<file path="config.mk">
export PLATFORM = sky130hd
export DESIGN_NAME = mvu_apb_csr_responder
export DESIGN_NICKNAME = d
export VERILOG_FILES = /design/src/rtl/pito_pkg.sv /design/src/rtl/mvu_apb_csr_responder_bank.sv /design/src/rtl/mvu_apb_csr_responder.sv
export SDC_FILE = /design/constraint.sdc
export NUM_CORES = 1
export LEC_CHECK = 0
export CORE_AREA = 2 2 250 252
export CTS_CLUSTER_DIAMETER = 80
export DETAILED_ROUTE_END_ITERATION = 6
export DIE_AREA = 0 0 252 254
export PLACE_DENSITY = 0.84
export SLEW_MARGIN = 15
export SYNTH_ARGS = -nofsm -noshare
export SYNTH_HDL_FRONTEND = slang
export SYNTH_SLANG_ARGS = --single-unit
</file>
<file path="constraint.sdc">
create_clock -name clk -period 5.3 [get_ports clk]
set_input_delay 0.795 -clock clk [delete_from_list [all_inputs] [get_ports clk]]
set_output_delay 0.795 -clock clk [all_outputs]
set_load 0.01 [all_outputs]
</file>
<file path="src/rtl/pito_pkg.sv">
// Shared types and constants for the MVU-side APB CSR responder.
package pito_pkg;

    typedef enum logic [11:0] {
        CSR_CTRL   = 12'h000,
        CSR_STATUS = 12'h004,
        CSR_ARG0   = 12'h008,
        CSR_ARG1   = 12'h00C
    } mvu_csr_off_e;

    typedef enum logic [1:0] {
        IDLE   = 2'd0,
        ACCESS = 2'd1,
        DONE   = 2'd2
    } apb_resp_fsm_e;

    localparam int CTRL_START       = 0;
    localparam int CTRL_IRQ_EN      = 1;
    localparam int STATUS_BUSY      = 0;
    localparam int STATUS_DONE_PEND = 1;

    function automatic logic [31:0] strb_merge(input logic [31:0] cur,
                                               input logic [31:0] wdata,
                                               input logic [3:0]  strb);
        logic [31:0] r;
        r = cur;
        for (int b = 0; b < 4; b++)
            if (strb[b]) r[8*b +: 8] = wdata[8*b +: 8];
        return r;
    endfunction

endpackage

</file>
<file path="src/rtl/mvu_apb_csr_responder_bank.sv">
// One hart's MVU CSR bank: job arguments, BUSY/DONE_PEND tracking and the irq flop.
module mvu_csr_bank
    import pito_pkg::*;
(
    input  logic        clk,
    input  logic        rst_n,
    input  logic        acc,
    input  logic        wr,
    input  logic [11:0] off,
    input  logic [31:0] wdata,
    input  logic [3:0]  strb,
    input  logic        mvu_done,
    output logic        mvu_start,
    output logic [31:0] arg0,
    output logic [31:0] arg1,
    output logic        irq,
    output logic [31:0] rdata,
    output logic        err
);

    logic busy, done_pend, irq_en;
    logic is_ctrl, is_status, is_arg0, is_arg1, mapped;
    logic busy_eff, start_req, start_ok, done_set, w1c;

    always_comb begin
        is_ctrl   = (off == CSR_CTRL);
        is_status = (off == CSR_STATUS);
        is_arg0   = (off == CSR_ARG0);
        is_arg1   = (off == CSR_ARG1);
        mapped    = is_ctrl | is_status | is_arg0 | is_arg1;
        // A done pulse in the same cycle frees the engine before START is judged.
        busy_eff  = busy & ~mvu_done;
        start_req = wr & is_ctrl & strb[0] & wdata[CTRL_START];
        start_ok  = acc & start_req & ~busy_eff;
        done_set  = mvu_done & busy;
        w1c       = acc & wr & is_status & strb[0] & wdata[STATUS_DONE_PEND];
        err       = ~mapped | (start_req & busy_eff);
        mvu_start = start_ok;
        rdata     = '0;
        if (is_ctrl)   rdata[CTRL_IRQ_EN] = irq_en;
        if (is_status) begin
            rdata[STATUS_BUSY]      = busy;
            rdata[STATUS_DONE_PEND] = done_pend;
        end
        if (is_arg0)   rdata = arg0;
        if (is_arg1)   rdata = arg1;
    end

    always_ff @(posedge clk or negedge rst_n) begin
        if (!rst_n) begin
            busy      <= 1'b0;
            done_pend <= 1'b0;
            irq_en    <= 1'b0;
            arg0      <= '0;
            arg1      <= '0;
            irq       <= 1'b0;
        end else begin
            if (start_ok)      busy <= 1'b1;
            else if (mvu_done) busy <= 1'b0;
            if (done_set)      done_pend <= 1'b1;
            else if (w1c)      done_pend <= 1'b0;
            if (acc & wr & is_ctrl & strb[0]) irq_en <= wdata[CTRL_IRQ_EN];
            if (acc & wr & is_arg0) arg0 <= strb_merge(arg0, wdata, strb);
            if (acc & wr & is_arg1) arg1 <= strb_merge(arg1, wdata, strb);
            irq <= done_pend & irq_en;
        end
    end

endmodule

</file>
<file path="src/rtl/mvu_apb_csr_responder.sv">
// APB completer decoding {hart_id, csr_offset} into one mvu_csr_bank per hart.
module mvu_apb_csr_responder
    import pito_pkg::*;
#(
    parameter int NUM_HARTS   = 8,
    parameter int HART_W      = $clog2(NUM_HARTS),
    parameter int WAIT_STATES = 1
) (
    input  logic                       clk,
    input  logic                       rst_n,
    input  logic [31:0]                apb_paddr,
    input  logic                       apb_psel,
    input  logic                       apb_penable,
    input  logic                       apb_pwrite,
    input  logic [31:0]                apb_pwdata,
    input  logic [3:0]                 apb_pstrb,
    output logic [31:0]                apb_prdata,
    output logic                       apb_pready,
    output logic                       apb_pslverr,
    output logic [NUM_HARTS-1:0]       mvu_start,
    output logic [NUM_HARTS-1:0][31:0] mvu_arg0,
    output logic [NUM_HARTS-1:0][31:0] mvu_arg1,
    input  logic [NUM_HARTS-1:0]       mvu_done,
    output logic [NUM_HARTS-1:0]       mvu_irq
);

    // The capture cycle itself is the first low-pready cycle, so ACCESS spans WAIT_STATES cycles.
    localparam logic [1:0] WS_LAST = 2'((WAIT_STATES == 0) ? 0 : WAIT_STATES - 1);

    apb_resp_fsm_e state_q, state_d;
    logic [1:0]        wait_cnt;
    logic              start_xfer, in_done, in_access, misalign, err;
    logic [11:0]       off_q;
    logic [HART_W-1:0] hart_q;
    logic              hart_err_q, hart_err, wr_q;
    logic [31:0]       wdata_q, rdata_sel;
    logic [3:0]        strb_q;
    logic [NUM_HARTS-1:0]       sel, acc, bank_err;
    logic [NUM_HARTS-1:0][31:0] bank_rdata;
    logic              unused_paddr;

    assign unused_paddr = ^apb_paddr[31:12+HART_W];
    assign start_xfer   = (state_q == IDLE) & apb_psel & apb_penable;
    assign hart_err     = {1'b0, apb_paddr[12 +: HART_W]} >= (HART_W+1)'(NUM_HARTS);

    always_ff @(posedge clk or negedge rst_n) begin
        if (!rst_n) begin
            state_q  <= IDLE;
            wait_cnt <= '0;
        end else begin
            state_q  <= state_d;
            wait_cnt <= (in_access && state_d == ACCESS) ? wait_cnt + 2'd1 : 2'd0;
        end
    end

    always_comb begin
        state_d = state_q;
        case (state_q)
            IDLE:    if (start_xfer) state_d = (WAIT_STATES == 0) ? DONE : ACCESS;
            ACCESS:  if (wait_cnt == WS_LAST) state_d = DONE;
            DONE:    state_d = IDLE;
            default: state_d = IDLE;
        endcase
    end

    always_comb begin
        in_access  = (state_q == ACCESS);
        in_done    = (state_q == DONE);
        apb_pready = in_done;
    end

    always_ff @(posedge clk or negedge rst_n) begin
        if (!rst_n) begin
            off_q      <= '0;
            hart_q     <= '0;
            hart_err_q <= 1'b0;
            wr_q       <= 1'b0;
            wdata_q    <= '0;
            strb_q     <= '0;
        end else if (start_xfer) begin
            off_q      <= apb_paddr[11:0];
            hart_q     <= apb_paddr[12 +: HART_W];
            hart_err_q <= hart_err;
            wr_q       <= apb_pwrite;
            wdata_q    <= apb_pwdata;
            strb_q     <= apb_pstrb;
        end
    end

    always_comb begin
        misalign  = (off_q[1:0] != 2'b00);
        rdata_sel = '0;
        err       = hart_err_q | misalign;
        for (int h = 0; h < NUM_HARTS; h++) begin
            sel[h] = (hart_q == HART_W'(h));
            acc[h] = in_done & sel[h] & ~hart_err_q & ~misalign;
            if (sel[h]) begin
                rdata_sel = rdata_sel | bank_rdata[h];
                err       = err | bank_err[h];
            end
        end
        apb_pslverr = in_done & err;
        apb_prdata  = (in_done & ~wr_q & ~err) ? rdata_sel : 32'h0;
    end

    for (genvar g = 0; g < NUM_HARTS; g++) begin : g_bank
        mvu_csr_bank u_bank (
            .clk      (clk),
            .rst_n    (rst_n),
            .acc      (acc[g]),
            .wr       (wr_q),
            .off      (off_q),
            .wdata    (wdata_q),
            .strb     (strb_q),
            .mvu_done (mvu_done[g]),
            .mvu_start(mvu_start[g]),
            .arg0     (mvu_arg0[g]),
            .arg1     (mvu_arg1[g]),
            .irq      (mvu_irq[g]),
            .rdata    (bank_rdata[g]),
            .err      (bank_err[g])
        );
    end

endmodule

</file>
==> results of run 1 <==
sequential cells by signal, summed over array words and instances, names as in the netlist:
name,flops
g_bank.u_bank.done_pend,8
off_q,12
wait_cnt,2
g_bank.u_bank.busy,8
g_bank.u_bank.arg0,256
state_q,2
g_bank.u_bank.arg1,256
g_bank.u_bank.irq,8
wdata_q,32
hart_q,3
g_bank.u_bank.irq_en,8
wr_q,1
strb_q,4
cells by family after synthesis:
group	synth area share, %
multiplexers	31.1
flip-flops	53.5
AND/OR/NAND/NOR	6.12
AO/OA/AOI/OAI	6.61
buffers and inverters	2.65
adder cells (fa/ha/maj)	0.0446
Yosys cell counts, types with 5 or more instances:
library cell	count	area [sq um]
sky130_fd_sc_hd__nand2_2	35	219
sky130_fd_sc_hd__nand2_8	16	320
sky130_fd_sc_hd__nand2b_1	13	81.3
sky130_fd_sc_hd__and2_1	12	75.1
sky130_fd_sc_hd__or3_1	7	43.8
sky130_fd_sc_hd__a22oi_1	42	315
sky130_fd_sc_hd__nor2b_1	11	68.8
sky130_fd_sc_hd__buf_1	5	18.8
sky130_fd_sc_hd__o22ai_1	65	407
sky130_fd_sc_hd__a22o_1	19	166
sky130_fd_sc_hd__mux2_2	476	5360
sky130_fd_sc_hd__inv_1	6	22.5
sky130_fd_sc_hd__clkbuf_1	72	270
sky130_fd_sc_hd__buf_2	41	205
sky130_fd_sc_hd__mux4_2	17	383
sky130_fd_sc_hd__a31oi_1	12	75.1
sky130_fd_sc_hd__nand2_1	57	214
sky130_fd_sc_hd__mux2_4	128	1920
sky130_fd_sc_hd__a221oi_1	45	394
sky130_fd_sc_hd__and3_1	11	68.8
sky130_fd_sc_hd__o21ai_0	17	85.1
sky130_fd_sc_hd__a21oi_1	19	95.1
sky130_fd_sc_hd__nand3_1	7	35.0
sky130_fd_sc_hd__buf_4	22	165
sky130_fd_sc_hd__o31ai_1	6	45.0
sky130_fd_sc_hd__dfrtp_1	600	15000
sky130_fd_sc_hd__nor3b_1	10	75.1
sky130_fd_sc_hd__nor3_1	11	55.1
sky130_fd_sc_hd__nor2_1	41	154
sky130_fd_sc_hd__mux2i_1	106	1060
placed cells by master, fill, tap and decap left out, drive strengths merged, types with 9 or more instances in the layout:
| cell type | count |
|---|---|
| nand2 | 108 |
| mux2i | 106 |
| buf | 56 |
| a22oi | 42 |
| nor2 | 43 |
| and3 | 13 |
| mux4 | 17 |
| a21oi | 19 |
| nor2b | 11 |
| inv | 9 |
| nor3b | 11 |
| nand2b | 13 |
| o22ai | 65 |
| dfrtp | 600 |
| clkinv | 13 |
| and2 | 12 |
| nor3 | 13 |
| a22o | 19 |
| clkdlybuf4s50 | 624 |
| o21ai | 17 |
| clkbuf | 90 |
| a31oi | 12 |
| mux2 | 604 |
| a221oi | 45 |
layout make-up:
| cell class | instances | area (sq um) |
|---|---|---|
| antenna | 2 | 5.00 |
| sequential | 600 | 15000 |
| fill | 4642 | 23900 |
| timing repair buffer | 680 | 6740 |
| multi-input combinational | 1250 | 12400 |
| clock buffer | 90 | 1900 |
| inverter | 6 | 22.5 |
| clock inverter | 23 | 313 |
| tap | 790 | 988 |
layer usage:
layer / up-vias / part of all wire (%)
met5: - / 0.071
met4: 10 / 5.8
met3: 361 / 9.7
met2: 1368 / 47
met1: 11147 / 38
li1: 8656 / -
worst min path at each step:
stage | cells past startpoint | from | slack, ns | to
final | 1 | rst_n | 0.26 | g_bank[3].u_bank.arg0[16]$_DFFE_PN0P_
after global routing | 1 | rst_n | 0.32 | g_bank[6].u_bank.arg0[16]$_DFFE_PN0P_
after CTS | 1 | rst_n | 0.26 | g_bank[6].u_bank.arg0[16]$_DFFE_PN0P_
after detailed placement | 1 | wait_cnt[0]$_DFF_PN0_ | 0.42 | wait_cnt[0]$_DFF_PN0_
after global placement | 1 | wait_cnt[0]$_DFF_PN0_ | 0.42 | wait_cnt[0]$_DFF_PN0_
after floorplan | 1 | wait_cnt[0]$_DFF_PN0_ | 0.40 | wait_cnt[0]$_DFF_PN0_
stage by stage:
step	total power, uW	std cells	setup slack, ns
final	11100	3441	0.388
after global routing	11400	3441	0.177
after CTS	11100	3439	0.407
after global placement	6360	3326	1.08
after floorplan	5650	2000	2.64
after detailed placement	6410	3326	1.05
worst register-to-register path, delay by kind of cell (launching register included):
family | cells | cell delay, ns
multiplexers | 1 | 0.47
AND/OR/NAND/NOR | 3 | 1.51
buffers and inverters | 1 | 0.46
flip-flops | 1 | 0.80
power by group through the flow:
stage / registers [uW] / clock network, uW / logic (uW)
final: 5040 / 4740 / 1310
after global routing: 5060 / 4950 / 1350
after CTS: 5030 / 4780 / 1300
after detailed placement: 5110 / 0 / 1290
after global placement: 5090 / 0 / 1270
after floorplan: 4840 / 0 / 805
==> run_summary.xml, run 1 <==
<?xml version="1.0" encoding="UTF-8"?>
<metrics>
  <group name="cts">
    <metric name="htree_num_levels" unit="">3</metric>
    <metric name="cts_repair_resize_count" unit="">0</metric>
    <metric name="clkLatencyLatePin" unit="ns">0.61</metric>
    <metric name="cts.repair_timing.setup_buffer_count" unit="">0</metric>
    <metric name="tritoncts_num_sinks" unit="">600</metric>
    <metric name="clk_transition_reported_paths" unit="ns">0.06</metric>
    <metric name="post_cts_hold_buffer_count" unit="">0</metric>
    <metric name="clock-root-buffer" unit="">sky130_fd_sc_hd__clkbuf_16</metric>
    <metric name="clock_tree.buffer_depth" unit="">3</metric>
    <metric name="clock_tree_from_tritoncts" unit="">yes</metric>
    <metric name="cts_buffers" unit="">66</metric>
  </group>
  <group name="floorplan">
    <metric name="rows" unit="">91</metric>
    <metric name="core_area" unit="sq mm">0.0613</metric>
    <metric name="die_y" unit="um">254</metric>
    <metric name="fp.dieW" unit="um">252</metric>
    <metric name="die_area" unit="sq mm">0.0640</metric>
    <metric name="top_level_port_count" unit="">643</metric>
    <metric name="start_util" unit="%">45.8</metric>
  </group>
  <group name="sta">
    <metric name="max_slew.worst_pin.slew" unit="ns">1.15</metric>
    <metric name="timing.max_slew.rel_slack" unit="%">23.3</metric>
    <metric name="achievable-frequency" unit="GHz">0.204</metric>
    <metric name="fin_crit" unit="ns">4.91</metric>
    <metric name="slew_violations" unit="">0</metric>
    <metric name="finalSetupViolations" unit="">0</metric>
    <metric name="worst_clock_skew_on_the_final_layout" unit="ns">0.0267</metric>
    <metric name="hold-worst-slack" unit="ns">0.264</metric>
    <metric name="rsz0062_at_grt" unit="">no</metric>
    <metric name="setup_total_negative_slack" unit="ns">0</metric>
    <metric name="tcrit_tclk_final" unit="%">92.7</metric>
    <metric name="timing_hold_violations_final" unit="">0</metric>
  </group>
  <group name="grt">
    <metric name="grt.met1_usage" unit="%">43.8</metric>
    <metric name="global_route.usage.total" unit="%">35.0</metric>
    <metric name="grt_max_degree" unit="">139</metric>
    <metric name="first_global_vias" unit="">22157</metric>
    <metric name="grt_antenna_before_repair" unit="">7</metric>
    <metric name="global_route_wire_length_before_repair" unit="um">161000</metric>
    <metric name="busiest_layer" unit="">met2</metric>
    <metric name="overflow" unit="">0</metric>
    <metric name="use_met2" unit="%">55.4</metric>
    <metric name="met3_usage_in_global_routing" unit="%">9.74</metric>
  </group>
  <group name="worst_setup_path">
    <metric name="r2r_slack" unit="ns">1.96</metric>
    <metric name="timing.critical_path.to_type" unit="">primary output</metric>
    <metric name="timing.critical_path.depth" unit="">7</metric>
    <metric name="r2r-end" unit="">g_bank[7].u_bank.arg0[13]$_DFFE_PN0P_</metric>
    <metric name="r2r_start" unit="">hart_q[0]$_DFFE_PN0P_</metric>
    <metric name="rr_worst_depth" unit="">5</metric>
    <metric name="timing.critical_path.cells" unit="">nor4_2, and3_1, and2_1, buf_4, nand2_1, o22ai_1, clkdlybuf4s50_1</metric>
    <metric name="slowest_delay" unit="ns">0.71</metric>
    <metric name="setup.worst_path.end" unit="">apb_prdata[12]</metric>
    <metric name="timing.setup.critical_path_class" unit="">flop to primary output</metric>
    <metric name="path_delay_family" unit="">simple AND/OR/NAND/NOR gates</metric>
    <metric name="setup.worst_path.start_class" unit="">flop</metric>
    <metric name="cp.buffers_inverters" unit="">2</metric>
    <metric name="timing.critical_path.from" unit="">off_q[9]$_DFFE_PN0P_</metric>
    <metric name="cp_max_fo" unit="">12</metric>
    <metric name="critPathRequiredTime" unit="ns">4.51</metric>
    <metric name="worst_ep_arrival_time" unit="ns">4.12</metric>
    <metric name="critical_path.slowest_cell" unit="">sky130_fd_sc_hd__nand2_1</metric>
  </group>
  <group name="place">
    <metric name="port_buffers" unit="">625</metric>
    <metric name="final_weighted_congestion_in_routability_driven_placement" unit="">0.905</metric>
    <metric name="placed_wire_length_estimate_after_detailed_placement" unit="um">79900</metric>
    <metric name="dpl_cell_area" unit="sq mm">0.0351</metric>
  </group>
  <group name="layout">
    <metric name="post_route_cells_drive_above_1_share" unit="%">32.5</metric>
    <metric name="final_core_utilization" unit="%">61.0</metric>
    <metric name="area_added_between_synthesis_and_finish" unit="%">33.1</metric>
    <metric name="final_net_count" unit="">2686</metric>
    <metric name="final_design_area_no_fill" unit="sq mm">0.0374</metric>
  </group>
  <group name="outcome">
    <metric name="status" unit="">completed</metric>
  </group>
  <group name="yosys">
    <metric name="yosys_warnings" unit="">0</metric>
    <metric name="async_set_or_reset_flop_fraction_in_the_synthesized_netlist" unit="%">100</metric>
    <metric name="post_synthesis_cell_area" unit="sq mm">0.0281</metric>
    <metric name="synthDistinctLibCells" unit="">66</metric>
    <metric name="synth_edf_count" unit="">0</metric>
    <metric name="synth_cells" unit="">2000</metric>
    <metric name="synth_fp_nets" unit="">2082</metric>
    <metric name="postSynth.topFlopCell" unit="">sky130_fd_sc_hd__dfrtp_1</metric>
    <metric name="sequential_cell_area_fraction_in_the_yosys_report" unit="%">53.5</metric>
    <metric name="avgSynthCellArea" unit="sq um">14.0</metric>
    <metric name="synth_seq_cells" unit="">600</metric>
  </group>
  <group name="power">
    <metric name="p_sw" unit="uW">3190</metric>
    <metric name="cell_area_power_density" unit="mW/mm^2">297</metric>
    <metric name="power.ir.vdd_worst" unit="V">0.000242</metric>
    <metric name="power_frac_seq" unit="%">45.4</metric>
    <metric name="power.internal" unit="uW">7900</metric>
    <metric name="p_leak" unit="uW">0.0171</metric>
    <metric name="clock_power_share" unit="%">42.8</metric>
    <metric name="power.share.switching" unit="%">28.8</metric>
    <metric name="combinational_share_of_power" unit="%">11.8</metric>
  </group>
  <group name="drt">
    <metric name="route.detailed.wl_per_inst" unit="um">33.2</metric>
    <metric name="wl" unit="um">114000</metric>
    <metric name="via_per_inst" unit="">6.26</metric>
    <metric name="drt_first_iter_violations" unit="">2088</metric>
    <metric name="post-route-drc-count" unit="">0</metric>
    <metric name="drtPass1Iterations" unit="">5</metric>
    <metric name="vias" unit="">21542</metric>
    <metric name="postRouteAntennaNets" unit="">0</metric>
  </group>
  <group name="worst_hold_path">
    <metric name="hold_class" unit="">input pin to asynchronous set/reset pin</metric>
  </group>
  <group name="flow_run">
    <metric name="timing.max_cap.violations" unit="">0</metric>
  </group>
</metrics>
(Power assumes the default switching activity.)
==> run 2: changes to the inputs <==
--- a/config.mk
+++ b/config.mk
@@ -7,6 +7,7 @@
 export LEC_CHECK = 0
 export CORE_AREA = 2 2 250 252
 export CTS_CLUSTER_DIAMETER = 80
+export CTS_CLUSTER_SIZE = 8
 export DETAILED_ROUTE_END_ITERATION = 6
 export DIE_AREA = 0 0 252 254
 export PLACE_DENSITY = 0.84
==> run_summary.xml, run 2 (synthesized netlist as in run 1, its figures left out) <==
<?xml version="1.0" encoding="UTF-8"?>
<metrics>
  <group name="sta">
    <metric name="finalSetupViolations" unit="">0</metric>
    <metric name="slew_violations" unit="">0</metric>
    <metric name="achievable-frequency" unit="GHz">0.204</metric>
    <metric name="rsz0062_at_grt" unit="">no</metric>
    <metric name="timing.max_slew.rel_slack" unit="%">24.9</metric>
    <metric name="worst_clock_skew_on_the_final_layout" unit="ns">0.0219</metric>
    <metric name="max_slew.worst_pin.slew" unit="ns">1.12</metric>
    <metric name="hold-worst-slack" unit="ns">0.242</metric>
    <metric name="tcrit_tclk_final" unit="%">92.6</metric>
    <metric name="timing_hold_violations_final" unit="">0</metric>
    <metric name="fin_crit" unit="ns">4.91</metric>
    <metric name="setup_total_negative_slack" unit="ns">0</metric>
  </group>
  <group name="worst_hold_path">
    <metric name="hold_class" unit="">input pin to asynchronous set/reset pin</metric>
  </group>
  <group name="outcome">
    <metric name="status" unit="">completed</metric>
  </group>
  <group name="floorplan">
    <metric name="rows" unit="">91</metric>
    <metric name="core_area" unit="sq mm">0.0613</metric>
    <metric name="die_y" unit="um">254</metric>
    <metric name="fp.dieW" unit="um">252</metric>
    <metric name="die_area" unit="sq mm">0.0640</metric>
    <metric name="top_level_port_count" unit="">643</metric>
    <metric name="start_util" unit="%">45.8</metric>
  </group>
  <group name="drt">
    <metric name="postRouteAntennaNets" unit="">0</metric>
    <metric name="drt_first_iter_violations" unit="">2078</metric>
    <metric name="via_per_inst" unit="">6.33</metric>
    <metric name="post-route-drc-count" unit="">0</metric>
    <metric name="route.detailed.wl_per_inst" unit="um">33.6</metric>
    <metric name="vias" unit="">21692</metric>
    <metric name="drtPass1Iterations" unit="">6</metric>
    <metric name="wl" unit="um">115000</metric>
  </group>
  <group name="grt">
    <metric name="met3_usage_in_global_routing" unit="%">9.99</metric>
    <metric name="grt.met1_usage" unit="%">43.7</metric>
    <metric name="grt_max_degree" unit="">139</metric>
    <metric name="overflow" unit="">0</metric>
    <metric name="grt_antenna_before_repair" unit="">8</metric>
    <metric name="use_met2" unit="%">55.2</metric>
    <metric name="first_global_vias" unit="">22551</metric>
    <metric name="busiest_layer" unit="">met2</metric>
    <metric name="global_route.usage.total" unit="%">35.2</metric>
    <metric name="global_route_wire_length_before_repair" unit="um">161000</metric>
  </group>
  <group name="layout">
    <metric name="biggestRegsByFlops" unit="">g_bank.u_bank.arg0: 256 flops, g_bank.u_bank.arg1: 256 flops, wdata_q: 32 flops</metric>
    <metric name="post_route_cells_drive_above_1_share" unit="%">32.4</metric>
    <metric name="mostFrequentLayoutCell" unit="">sky130_fd_sc_hd__clkdlybuf4s50_1</metric>
    <metric name="commonest_cells_after_routing_fill_and_taps_aside" unit="">624 x sky130_fd_sc_hd__clkdlybuf4s50_1, 596 x sky130_fd_sc_hd__dfrtp_1, 476 x sky130_fd_sc_hd__mux2_2</metric>
    <metric name="total_of_fill_cells_in_the_finished_design" unit="">4633</metric>
    <metric name="final_net_count" unit="">2705</metric>
    <metric name="area_added_between_synthesis_and_finish" unit="%">33.2</metric>
  </group>
  <group name="place">
    <metric name="final_weighted_congestion_in_routability_driven_placement" unit="">0.905</metric>
    <metric name="port_buffers" unit="">625</metric>
    <metric name="placed_wire_length_estimate_after_detailed_placement" unit="um">79900</metric>
  </group>
  <group name="power">
    <metric name="clock_power_share" unit="%">43.2</metric>
    <metric name="p_leak" unit="uW">0.0171</metric>
    <metric name="combinational_share_of_power" unit="%">11.8</metric>
    <metric name="p_sw" unit="uW">3270</metric>
    <metric name="cell_area_power_density" unit="mW/mm^2">300</metric>
    <metric name="power.share.switching" unit="%">29.2</metric>
    <metric name="power.internal" unit="uW">7940</metric>
    <metric name="power_frac_seq" unit="%">45.1</metric>
    <metric name="power.ir.vdd_worst" unit="V">0.000264</metric>
  </group>
  <group name="cts">
    <metric name="clock_tree_from_tritoncts" unit="">yes</metric>
    <metric name="tritoncts_num_sinks" unit="">600</metric>
    <metric name="cts_repair_resize_count" unit="">0</metric>
    <metric name="clock-root-buffer" unit="">sky130_fd_sc_hd__clkbuf_16</metric>
    <metric name="htree_num_levels" unit="">3</metric>
    <metric name="clk_transition_reported_paths" unit="ns">0.05</metric>
    <metric name="clkLatencyLatePin" unit="ns">0.63</metric>
    <metric name="cts.repair_timing.setup_buffer_count" unit="">0</metric>
    <metric name="clock_tree.buffer_depth" unit="">3</metric>
    <metric name="post_cts_hold_buffer_count" unit="">0</metric>
    <metric name="cts_buffers" unit="">85</metric>
  </group>
  <group name="worst_setup_path">
    <metric name="worst_ep_arrival_time" unit="ns">4.11</metric>
    <metric name="timing.setup.critical_path_class" unit="">flop to primary output</metric>
    <metric name="critPathRequiredTime" unit="ns">4.51</metric>
    <metric name="timing.critical_path.to_type" unit="">primary output</metric>
    <metric name="setup.worst_path.start_class" unit="">flop</metric>
    <metric name="cp_max_fo" unit="">12</metric>
  </group>
  <group name="flow_run">
    <metric name="timing.max_cap.violations" unit="">0</metric>
  </group>
</metrics>
[run 2: changes by cell type in the layout (fill, tap and decap cells not counted), moves of 6 or more]
cell | previous run | this run
sky130_fd_sc_hd__bufinv_16 | 6 | 0
sky130_fd_sc_hd__clkbuf_1 | 10 | 4
sky130_fd_sc_hd__clkbuf_16 | 68 | 85
sky130_fd_sc_hd__clkbuf_8 | 12 | 0
sky130_fd_sc_hd__clkinv_2 | 10 | 1
[run 2: per-stage QoR]
stage          util, %  setup slack, ns  total power [uW]  cells  area, sq um
2_1_floorplan        -             2.64              5650   2000        28100
3_3_place_gp      57.4             1.08              6360   3326        35100
3_5_place_dp      57.4             1.05              6410   3326        35100
4_1_cts           61.0            0.356             11200   3423        37400
5_1_grt           61.1            0.215             11500   3425        37400
6_report          61.1            0.393             11200   3427        37400
[run 2: worst paths after layout]
| check | from | slack (ns) | cells after the start | endpoint |
|---|---|---|---|---|
| max | off_q[9]$_DFFE_PN0P_ | 0.39 | 7 | apb_prdata[14] |
| min | rst_n | 0.24 | 1 | g_bank[6].u_bank.arg0[16]$_DFFE_PN0P_ |
| max reg2reg | hart_q[0]$_DFFE_PN0P_ | 2.00 | 5 | g_bank[7].u_bank.arg0[11]$_DFFE_PN0P_ |
| min reg2reg | wait_cnt[0]$_DFF_PN0_ | 0.42 | 1 | wait_cnt[0]$_DFF_PN0_ |
| max in group asynchronous | rst_n | 3.74 | 2 | off_q[2]$_DFFE_PN0P_ |
| min in group clk | wait_cnt[0]$_DFF_PN0_ | 0.42 | 1 | wait_cnt[0]$_DFF_PN0_ |
[run 2: layer usage]
metal	vias to the layer above	wire length, um
met1	11138	43200
met2	1475	53100
met4	8	7170
met5	-	61
li1	8651	-
met3	420	11500
[run 2: area by class of cell]
class | count | area [sq um] | share of cell area (%)
Sequential cell | 600 | 15000 | 40.2
Multi-Input combinational cell | 1250 | 12400 | 33.0
Timing Repair Buffer | 680 | 6740 | 18.0
Clock buffer | 89 | 2140 | 5.73
Tap cell | 790 | 988 | 2.64
Clock inverter | 8 | 116 | 0.311
Inverter | 6 | 22.5 | 0.0602
Antenna cell | 4 | 10.0 | 0.0268
[run 2: power by group through the flow]
stage	registers (uW)	logic [uW]	clock network (uW)
after CTS	5040	1300	4870
after global placement	5090	1270	0
after floorplan	4840	805	0
after global routing	5070	1360	5050
after detailed placement	5110	1290	0
final	5050	1320	4840
[run 2: critical path, cell delays in order (launching register included)]
cell and delay [ns]:
sky130_fd_sc_hd__dfrtp_1 0.39, sky130_fd_sc_hd__nor4_2 0.48, sky130_fd_sc_hd__and3_1 0.36, sky130_fd_sc_hd__and2_1 0.16, sky130_fd_sc_hd__buf_4 0.20, sky130_fd_sc_hd__nand2_1 0.69, sky130_fd_sc_hd__o22ai_1 0.57, sky130_fd_sc_hd__clkdlybuf4s50_1 0.62
